**src/rtl/draw_pkg.sv**
```systemverilog
`default_nettype none
// ============================================================================
// Module      : draw_pkg
// Description : Shared constants for the 160x120 3-bit-colour VGA draw path:
//               screen size, coordinate widths, client indices, FSM encoding.
// Revision    : 1.0 - initial release
// ============================================================================
package draw_pkg;

    localparam int SCREEN_W   = 160;
    localparam int SCREEN_H   = 120;

    localparam int DRAW_X_W   = 8;
    localparam int DRAW_Y_W   = 7;
    localparam int DRAW_COL_W = 3;

    localparam int CL_TILES    = 0;
    localparam int CL_BG       = 1;
    localparam int CL_HOME     = 2;
    localparam int CL_GAMEOVER = 3;

    localparam logic [1:0] c_ST_IDLE    = 2'd0;
    localparam logic [1:0] c_ST_GRANT   = 2'd1;
    localparam logic [1:0] c_ST_ACTIVE  = 2'd2;
    localparam logic [1:0] c_ST_RELEASE = 2'd3;

endpackage
`default_nettype wire

```
**src/rtl/draw_arbiter_rr_picker.sv**
```systemverilog
`default_nettype none
// ============================================================================
// Module      : rr_picker
// Description : Combinational request picker, rotating or fixed priority;
//               returns a one-hot winner and its index.
// Revision    : 1.0 - initial release
// ============================================================================
module rr_picker
    import draw_pkg::*;
#(
    parameter int NUM_CLIENTS = 4,
    parameter int IDX_W       = $clog2(NUM_CLIENTS)
) (
    input  logic [NUM_CLIENTS-1:0] i_req,
    input  logic [IDX_W-1:0]       i_ptr,
    input  logic                   i_rr_mode,
    output logic [NUM_CLIENTS-1:0] o_onehot,
    output logic [IDX_W-1:0]       o_idx
);

    localparam logic [NUM_CLIENTS-1:0] c_ONE = NUM_CLIENTS'(1);

    logic [NUM_CLIENTS-1:0] w_mask;
    logic [NUM_CLIENTS-1:0] w_upper;
    logic [NUM_CLIENTS-1:0] w_cand;
    logic [NUM_CLIENTS-1:0] w_onehot;
    logic [IDX_W-1:0]       w_idx;

    always_comb begin
        w_mask = '0;
        for (int i = 0; i < NUM_CLIENTS; i++) begin
            w_mask[i] = i_rr_mode && (i >= int'(i_ptr));
        end
        // Requests at or above the pointer take precedence; otherwise wrap.
        w_upper  = i_req & w_mask;
        w_cand   = (|w_upper) ? w_upper : i_req;
        w_onehot = w_cand & (~w_cand + c_ONE);
        w_idx    = '0;
        for (int i = 0; i < NUM_CLIENTS; i++) begin
            if (w_onehot[i]) begin
                w_idx = IDX_W'(i);
            end
        end
    end

    assign o_onehot = w_onehot;
    assign o_idx    = w_idx;

endmodule
`default_nettype wire

```
**src/rtl/draw_arbiter.sv**
```systemverilog
`default_nettype none
// ============================================================================
// Module      : draw_arbiter
// Description : Grants the VGA plot port to one drawing client per job and
//               registers its pixel stream; a watchdog aborts hung jobs.
// Revision    : 1.0 - initial release
// ============================================================================
module draw_arbiter #(
    parameter int NUM_CLIENTS    = 4,
    parameter int X_W            = draw_pkg::DRAW_X_W,
    parameter int Y_W            = draw_pkg::DRAW_Y_W,
    parameter int COL_W          = draw_pkg::DRAW_COL_W,
    parameter int ROUND_ROBIN    = 1,
    parameter int TIMEOUT_CYCLES = 19200
) (
    input  logic                         clk,
    input  logic                         reset,
    input  logic [NUM_CLIENTS-1:0]       req,
    input  logic [NUM_CLIENTS-1:0]       plot_in,
    input  logic [NUM_CLIENTS-1:0]       done_in,
    input  logic [NUM_CLIENTS*X_W-1:0]   x_in,
    input  logic [NUM_CLIENTS*Y_W-1:0]   y_in,
    input  logic [NUM_CLIENTS*COL_W-1:0] col_in,
    output logic [NUM_CLIENTS-1:0]       grant,
    output logic [$clog2(NUM_CLIENTS)-1:0] grant_id,
    output logic                         busy,
    output logic [X_W-1:0]               x_out,
    output logic [Y_W-1:0]               y_out,
    output logic [COL_W-1:0]             col_out,
    output logic                         plot_out,
    output logic                         timeout_err
);

    import draw_pkg::*;

    localparam int IDX_W = $clog2(NUM_CLIENTS);
    localparam int WD_W  = $clog2(TIMEOUT_CYCLES + 1);

    localparam logic [WD_W-1:0]  c_WD_LAST  = WD_W'(TIMEOUT_CYCLES - 1);
    localparam logic [WD_W-1:0]  c_WD_ONE   = WD_W'(1);
    localparam logic [IDX_W-1:0] c_IDX_LAST = IDX_W'(NUM_CLIENTS - 1);
    localparam logic [IDX_W-1:0] c_IDX_ONE  = IDX_W'(1);
    localparam logic             c_RR_MODE  = (ROUND_ROBIN != 0);

    logic [1:0]       r_state;
    logic [IDX_W-1:0] r_ptr;
    logic [WD_W-1:0]  r_wdog;

    logic [NUM_CLIENTS-1:0] w_pick_oh;
    logic [IDX_W-1:0]       w_pick_idx;
    logic                   w_sel_req;
    logic                   w_sel_plot;
    logic                   w_sel_done;
    logic [X_W-1:0]         w_sel_x;
    logic [Y_W-1:0]         w_sel_y;
    logic [COL_W-1:0]       w_sel_col;
    logic [IDX_W-1:0]       w_ptr_next;

    rr_picker #(
        .NUM_CLIENTS (NUM_CLIENTS),
        .IDX_W       (IDX_W)
    ) u_picker (
        .i_req     (req),
        .i_ptr     (r_ptr),
        .i_rr_mode (c_RR_MODE),
        .o_onehot  (w_pick_oh),
        .o_idx     (w_pick_idx)
    );

    // grant_id doubles as the owner index for the whole job.
    assign w_sel_req  = req[grant_id];
    assign w_sel_plot = plot_in[grant_id];
    assign w_sel_done = done_in[grant_id];
    assign w_sel_x    = x_in[int'(grant_id)*X_W +: X_W];
    assign w_sel_y    = y_in[int'(grant_id)*Y_W +: Y_W];
    assign w_sel_col  = col_in[int'(grant_id)*COL_W +: COL_W];
    assign w_ptr_next = (grant_id == c_IDX_LAST) ? '0 : grant_id + c_IDX_ONE;

    always_ff @(posedge clk) begin
        if (reset) begin
            r_state     <= c_ST_IDLE;
            r_ptr       <= '0;
            r_wdog      <= '0;
            grant       <= '0;
            grant_id    <= '0;
            busy        <= 1'b0;
            x_out       <= '0;
            y_out       <= '0;
            col_out     <= '0;
            plot_out    <= 1'b0;
            timeout_err <= 1'b0;
        end else begin
            timeout_err <= 1'b0;
            case (r_state)
                c_ST_IDLE: begin
                    plot_out <= 1'b0;
                    if (|req) begin
                        grant    <= w_pick_oh;
                        grant_id <= w_pick_idx;
                        busy     <= 1'b1;
                        r_state  <= c_ST_GRANT;
                    end
                end
                c_ST_GRANT: begin
                    r_wdog  <= '0;
                    r_state <= c_ST_ACTIVE;
                end
                c_ST_ACTIVE: begin
                    x_out    <= w_sel_x;
                    y_out    <= w_sel_y;
                    col_out  <= w_sel_col;
                    plot_out <= w_sel_plot;
                    if (r_wdog != '1) begin
                        r_wdog <= r_wdog + c_WD_ONE;
                    end
                    // done beats a coincident timeout, so it is tested first.
                    if (w_sel_done || !w_sel_req) begin
                        grant   <= '0;
                        r_state <= c_ST_RELEASE;
                    end else if (r_wdog == c_WD_LAST) begin
                        grant       <= '0;
                        timeout_err <= 1'b1;
                        r_state     <= c_ST_RELEASE;
                    end
                end
                c_ST_RELEASE: begin
                    plot_out <= 1'b0;
                    busy     <= 1'b0;
                    if (c_RR_MODE) begin
                        r_ptr <= w_ptr_next;
                    end
                    r_state <= c_ST_IDLE;
                end
                default: begin
                    r_state <= c_ST_IDLE;
                end
            endcase
        end
    end

endmodule
`default_nettype wire

```
**config.mk**
```make
export PLATFORM = sky130hd
export DESIGN_NAME = draw_arbiter
export DESIGN_NICKNAME = d
export VERILOG_FILES = /design/src/rtl/draw_pkg.sv /design/src/rtl/draw_arbiter_rr_picker.sv /design/src/rtl/draw_arbiter.sv
export SDC_FILE = /design/constraint.sdc
export NUM_CORES = 1
export LEC_CHECK = 0
export CAP_MARGIN = 30
export CORE_UTILIZATION = 47
export DETAILED_ROUTE_END_ITERATION = 10
export GPL_TIMING_DRIVEN = 0
export PLACE_DENSITY = 0.88
export SKIP_CTS_REPAIR_TIMING = 1
export SLEW_MARGIN = 15
export SYNTH_ARGS = -nofsm -noshare
export SYNTH_HDL_FRONTEND = slang
export SYNTH_SLANG_ARGS = --single-unit
```
**constraint.sdc**
```tcl
create_clock -name clk -period 5.23 [get_ports clk]
set_input_delay 0.523 -clock clk [delete_from_list [all_inputs] [get_ports clk]]
set_output_delay 0.523 -clock clk [all_outputs]
set_load 0.01 [all_outputs]
```
== Yosys cells after proc, flatten, opt, wreduce, memory -nomap -nowiden ==
Index checks and enable logic that the tools add are counted.

* Flip-flop bits (word level): 46
* Output and inout port bits: 27
* Word-level logic and storage cells: 77

* Add/sub/neg operators: 3
* Multiply operators: 2
* Magnitude comparators: 4
* Eq/ne operators: 9
* Shift operators: 3
* Multiplexer cells: 25
* Bitwise logic cells: 4
* Reduce and logical (&&, ||, !) cells: 16

{| class="wikitable"
|+ Operators by type and width
! cell !! count
|-
| variable part select 32 x 6 -> 8 bit || 1
|-
| case mux 15 bit (2 select lines) || 1
|-
| variable part select 28 x 6 -> 7 bit || 1
|-
| two-way mux 4 bit || 4
|-
| adder 15 x 1 -> 15 bit (second input constant) || 1
|-
| equality test 15 bit (second input constant) || 1
|-
| two-way mux 15 bit || 1
|-
| inequality test 15 bit (second input constant) || 1
|-
| two-way mux 2 bit || 6
|-
| variable part select 12 x 5 -> 3 bit || 1
|-
| AND 4 bit || 2
|-
| case mux 2 bit (4 select lines) || 1
|-
| case mux 4 bit (2 select lines) || 1
|-
| AND reduction 2 bit || 4
|-
| nonzero test 2 bit || 4
|-
| OR reduction 4 bit || 2
|-
| binary-select mux 1 bit (select 2 bit) || 3
|-
| equality test 2 bit (second input constant) || 3
|-
| two-way mux 1 bit || 6
|-
| multiplier 2 x 3 -> 5 bit (second input constant) || 1
|-
| adder 4 x 1 -> 4 bit (second input constant) || 1
|-
| >= comparator 1 x 2 -> 1 bit (first input constant) || 2
|-
| multiplier 2 x 2 -> 4 bit (second input constant) || 1
|-
| inequality test 2 bit (second input constant) || 2
|-
| other kinds (14) || 15
|}

== Depth between registers and ports, before layout ==
* Depth after elaboration: 10
* Depth in mapped cells: 7

== By module ==
From an unflattened synthesis, not the netlist that was laid out.

* Cell total of the unflattened synthesis: 285
* Area total of the unflattened synthesis: 2,742.6 um^2

{| class="wikitable"
|+ By module, submodules not included
! module !! times used !! cells an instance !! area each (um^2)
|-
| draw_arbiter || 1 || 252 || 2,532.4
|-
| rr_picker || 1 || 33 || 210.2
|}

== Worst setup path after synthesis ==
OpenSTA, ideal clock, no wires.

* Path type: register -> register
* From: reg r_wdog[0]
* To: reg r_wdog[12]
* Library setup time: 0.124 ns
* Arrival time: 1.595 ns
* Data required time: 5.106 ns
* Setup slack: 3.511 ns
* Stages on the path, launching flop included: 7
* Path buffers: 0
* Path through: dfxtp_1 ha_1 nand4_2 or4b_4 nor2b_1 o21ai_0 o21ai_0

* Longest elaborated chain between the ends: 3
* Elaborated cells between the ends (all ways): 6
* Classes of those cells: add/sub: 1; eq/ne: 2; mux: 2; reduce/logical: 1

{| class="wikitable"
|+ Ends and longest elaborated chain
! item !! line !! RTL
|-
| from (decl) || draw_arbiter.sv:47 || <nowiki>logic [WD_W-1:0] r_wdog;</nowiki>
|-
| from (signal assigned) || draw_arbiter.sv:114 || <nowiki>r_wdog <= r_wdog + c_WD_ONE;</nowiki>
|-
| adder 15 x 1 -> 15 bit or inequality test 15 bit (tied branches) || draw_arbiter.sv:114, draw_arbiter.sv:113 ||
|-
| two-way mux 15 bit or inequality test 2 bit (tied branches) || n/a ||
|-
| case mux 15 bit (2 select lines) or AND reduction 2 bit (tied branches) || n/a ||
|}

Parallel ways exist; a longest one is shown, timed or not. The select of a mux whose other input is x is not followed.
A chain may end at the register's enable or synchronous reset.

== Worst setup path in the final report ==
* From: in req[0]
* To: reg grant[2]

* Longest elaborated chain between the ends: 8
* Elaborated cells between the ends (all ways): 17
* Classes of those cells: add/sub: 1; eq/ne: 2; mux: 6; bitwise: 3; reduce/logical: 5

{| class="wikitable"
|+ Ends and longest elaborated chain
! item !! line !! RTL
|-
| from (decl) || draw_arbiter.sv:18 || <nowiki>input logic [NUM_CLIENTS-1:0] req,</nowiki>
|-
| AND 4 bit || draw_arbiter_rr_picker.sv:35 || <nowiki>w_upper = i_req & w_mask;</nowiki>
|-
| OR reduction 4 bit || draw_arbiter_rr_picker.sv:36 || <nowiki>w_cand = (|w_upper) ? w_upper : i_req;</nowiki>
|-
| two-way mux 4 bit || draw_arbiter_rr_picker.sv:36 ||
|-
| NOT 4 bit || draw_arbiter_rr_picker.sv:37 || <nowiki>w_onehot = w_cand & (~w_cand + c_ONE);</nowiki>
|-
| adder 4 x 1 -> 4 bit || draw_arbiter_rr_picker.sv:37 ||
|-
| AND 4 bit || draw_arbiter_rr_picker.sv:37 ||
|-
| two-way mux 4 bit || draw_arbiter.sv:97 || <nowiki>if (|req) begin</nowiki>
|-
| case mux 4 bit (2 select lines) || draw_arbiter.sv:94 || <nowiki>case (r_state)</nowiki>
|-
| to (signal assigned) || draw_arbiter.sv:98 || <nowiki>grant <= w_pick_oh;</nowiki>
|-
| to (decl) || draw_arbiter.sv:24 || <nowiki>output logic [NUM_CLIENTS-1:0] grant,</nowiki>
|}

Parallel ways exist; a longest one is shown, timed or not. The select of a mux whose other input is x is not followed.

==> results.toml <==
[logic_synthesis]
synthTopCellsByCount = "nor2_1, dfxtp_1, mux2i_1"
synth-xor-area-share_pct = 1.26
synth_edf_count = 0
ys_types = 52
muxShareOfSynthArea_pct = 24.2
ys_warn_count = 0
synthAdderAreaFrac_pct = 3.14
ys_ff_latch = 46
ys_seq_area_share_pct = 33.0
syn_area_sq_um = 2790
synth_flop_cell = "dfxtp_1"
avgSynthCellArea_sq_um = 9.81
synth_area_leaders = "dfxtp_1, mux4_2, mux2i_1, nor2_1, ha_1"
synth-compound-area-share_pct = 11.0
synth_top_family_by_area = "multiplexers"
synth_simple_gate_area_share_pct = 23.1
synth_top_area_share_pct = 33.0
synthArstFlopShare_pct = 0
synth_largest_area_cell = "dfxtp_1"
synthCells = 284
syn_nets = 377
yosysMostFrequentCell = "nor2_1"

[critical_path]
crit_buf_inv = 1
path_cells = "clkdlybuf4s50_1 -> nor4_1 -> nand2_1 -> o21ai_0 -> nor2_1 -> a211oi_1"
r2r_end = "y_out[0]"
cpPeakStageDelay_ns = 0.56
setup.worst_path.end_class = "register"
reg2reg_slack_ns = 3.27
cp-start-kind = "input pin"
cpLargestDelayFamily = "simple AND/OR/NAND/NOR gates"
rr_startpoint = "r_state[0]"
crit_start = "req[0]"
arrival_ns = 2.19
reg2reg_depth = 6
slowest_stage = "clkdlybuf4s50_1"
path_class = "input pin to register"
cp_data_required_time_ns = 5.45
critical_path.max_fanout = 9

[sta]
fin_ws_ns = 3.26
finalCriticalPeriod_ns = 1.97
whs_ns = 0.502
slew_headroom_pct = 52.2
min_period_over_period_pct = 37.6
slew_violations = 0
skew_ns = 0.00984
hold_viol_final = 0
worstMarginPinSlew_ns = 0.718
timing.fmax_mhz = 509
rsz0062_at_grt = "no"
final.setup.tns_ns = 0
setup_viol = 0

[detailed_routing]
ant_nets = 0
dr.first_iter.drc_count = 101
drc = 0
dr.pass1.iters = 5
vias = 2712
wl_per_cell_um = 15.9
via_per_inst = 5.72
wl_um = 7520

[floorplan]
die_area_sq_um = 6240
coreArea_sq_um = 5610
die_w_um = 79.0
start_util_pct = 49.7
die_y_um = 79.0
io_pins = 113
num_rows = 27

[placement]
place_ws_ns = 3.00
hpwl_um = 5950
place.gp.congestion = 0.877
portBuffers = 110

[final_layout]
n_fill_cell = 427
utilization_pct = 73.4
drive_gt1_share_pct = 12.2
syn_to_final_growth_pct = 47.7
fin_nets = 494
antenna_cells = 0

[grt]
grt_pass1_vias = 2644
grt_usage_pct = 25.0
gr-usage-met3_pct = 5.52
met2_usage_pct = 43.2
grt_overflow = 0
grt_max_degree = 16
antenna_found_initial = 0
met1_usage_pct = 29.7
grt_pass1_wl_um = 12200
grt_busiest_layer = "met2"

[worst_hold_path]
whs_path_depth = 2
whs_endpoint = "busy"
worstHoldStart = "busy"
min_path_type = "register to register"

[clock_network]
cts_tree = "built"
htree_levels = 2
cts_sinks = 46
clk_path_buf_depth = 2
clk_pin_slew_ns = 0.09
clk_latency_ns = 0.31
cts_buffers = 5
root_buffer = "clkbuf_8"

[power_and_ir_drop]
power_per_cell_area_nw_per_um2 = 355
power_w = 0.00146
ir_drop_v = 0.000199
p_leak_nw = 1.49

[flow_run]
cap_violations = 0

[run_status]
status = "finished, final reports clean"
## worst min-delay path: stages (launching register included)
cell	delay, ns
dfxtp_1	0.32
nor2_1	0.09
a211oi_1	0.05
## per-stage QoR
step	area, sq um	cells
detailed placement	3980	466
finish	4120	474
floorplan	2790	284
global route	4120	474
CTS	4120	474
global placement	3980	466
## final cells by class
| type | count | area (sq um) | share of cell area, % |
|---|---|---|---|
| sequential | 46 | 921 | 22.4 |
| clock inverter | 3 | 68.8 | 1.67 |
| clock buffer | 5 | 68.8 | 1.67 |
| buffer | 17 | 109 | 2.65 |
| inverter | 3 | 11.3 | 0.274 |
| multi-input combinational | 218 | 1750 | 42.4 |
| tap | 72 | 90.1 | 2.19 |
| timing repair buffer | 110 | 1100 | 26.8 |
## worst max path at each step
stage                 endpoint  cells past startpoint
floorplan           r_wdog[12]                      6
global placement      grant[3]                      6
detailed placement    grant[3]                      6
CTS                   y_out[4]                      6
global route         r_wdog[5]                      7
finish                grant[2]                      6
## cell usage in the layout (no fill, tap or decap), drive strengths merged, types with 7 or more instances in the layout
cell type,instances
a211oi,10
a21oi,10
clkbuf,16
clkdlybuf4s50,110
dfxtp,46
ha,7
mux2i,23
mux4,19
nand2,14
nand4,8
nor2,49
nor2b,7
o21ai,9
## sequential cells by signal, summed over array words and instances, names as in the netlist
register / cells
col_out: 3
r_state: 2
r_wdog: 15
r_ptr: 2
grant: 4
y_out: 7
x_out: 8
timeout_err: 1
plot_out: 1
busy: 1
grant_id: 2
## kinds of logic (layout without fill, tap and decap cells)
family | Yosys count | count (layout)
AO/OA/AOI/OAI | 45 | 45
XOR/XNOR | 4 | 4
adder cells (fa/ha/maj) | 7 | 7
buffers and inverters | 20 | 138
flip-flops | 46 | 46
multiplexers | 43 | 43
AND/OR/NAND/NOR | 119 | 119
## power by group
group | internal (W) | switching [W] | total [W]
sequential | 0.000408 | 0.0000414 | 0.000450
combinational | 0.000363 | 0.000328 | 0.000690
clock | 0.000191 | 0.000127 | 0.000319
total | 0.000962 | 0.000496 | 0.00146
## layer usage
layer,part of all wire [%],vias up
li1,-,1292
met1,37,1298
met2,53,109
met3,7.0,13
met4,2.4,0
met5,0,-
No activity file was read; power rests on OpenSTA's default activity.
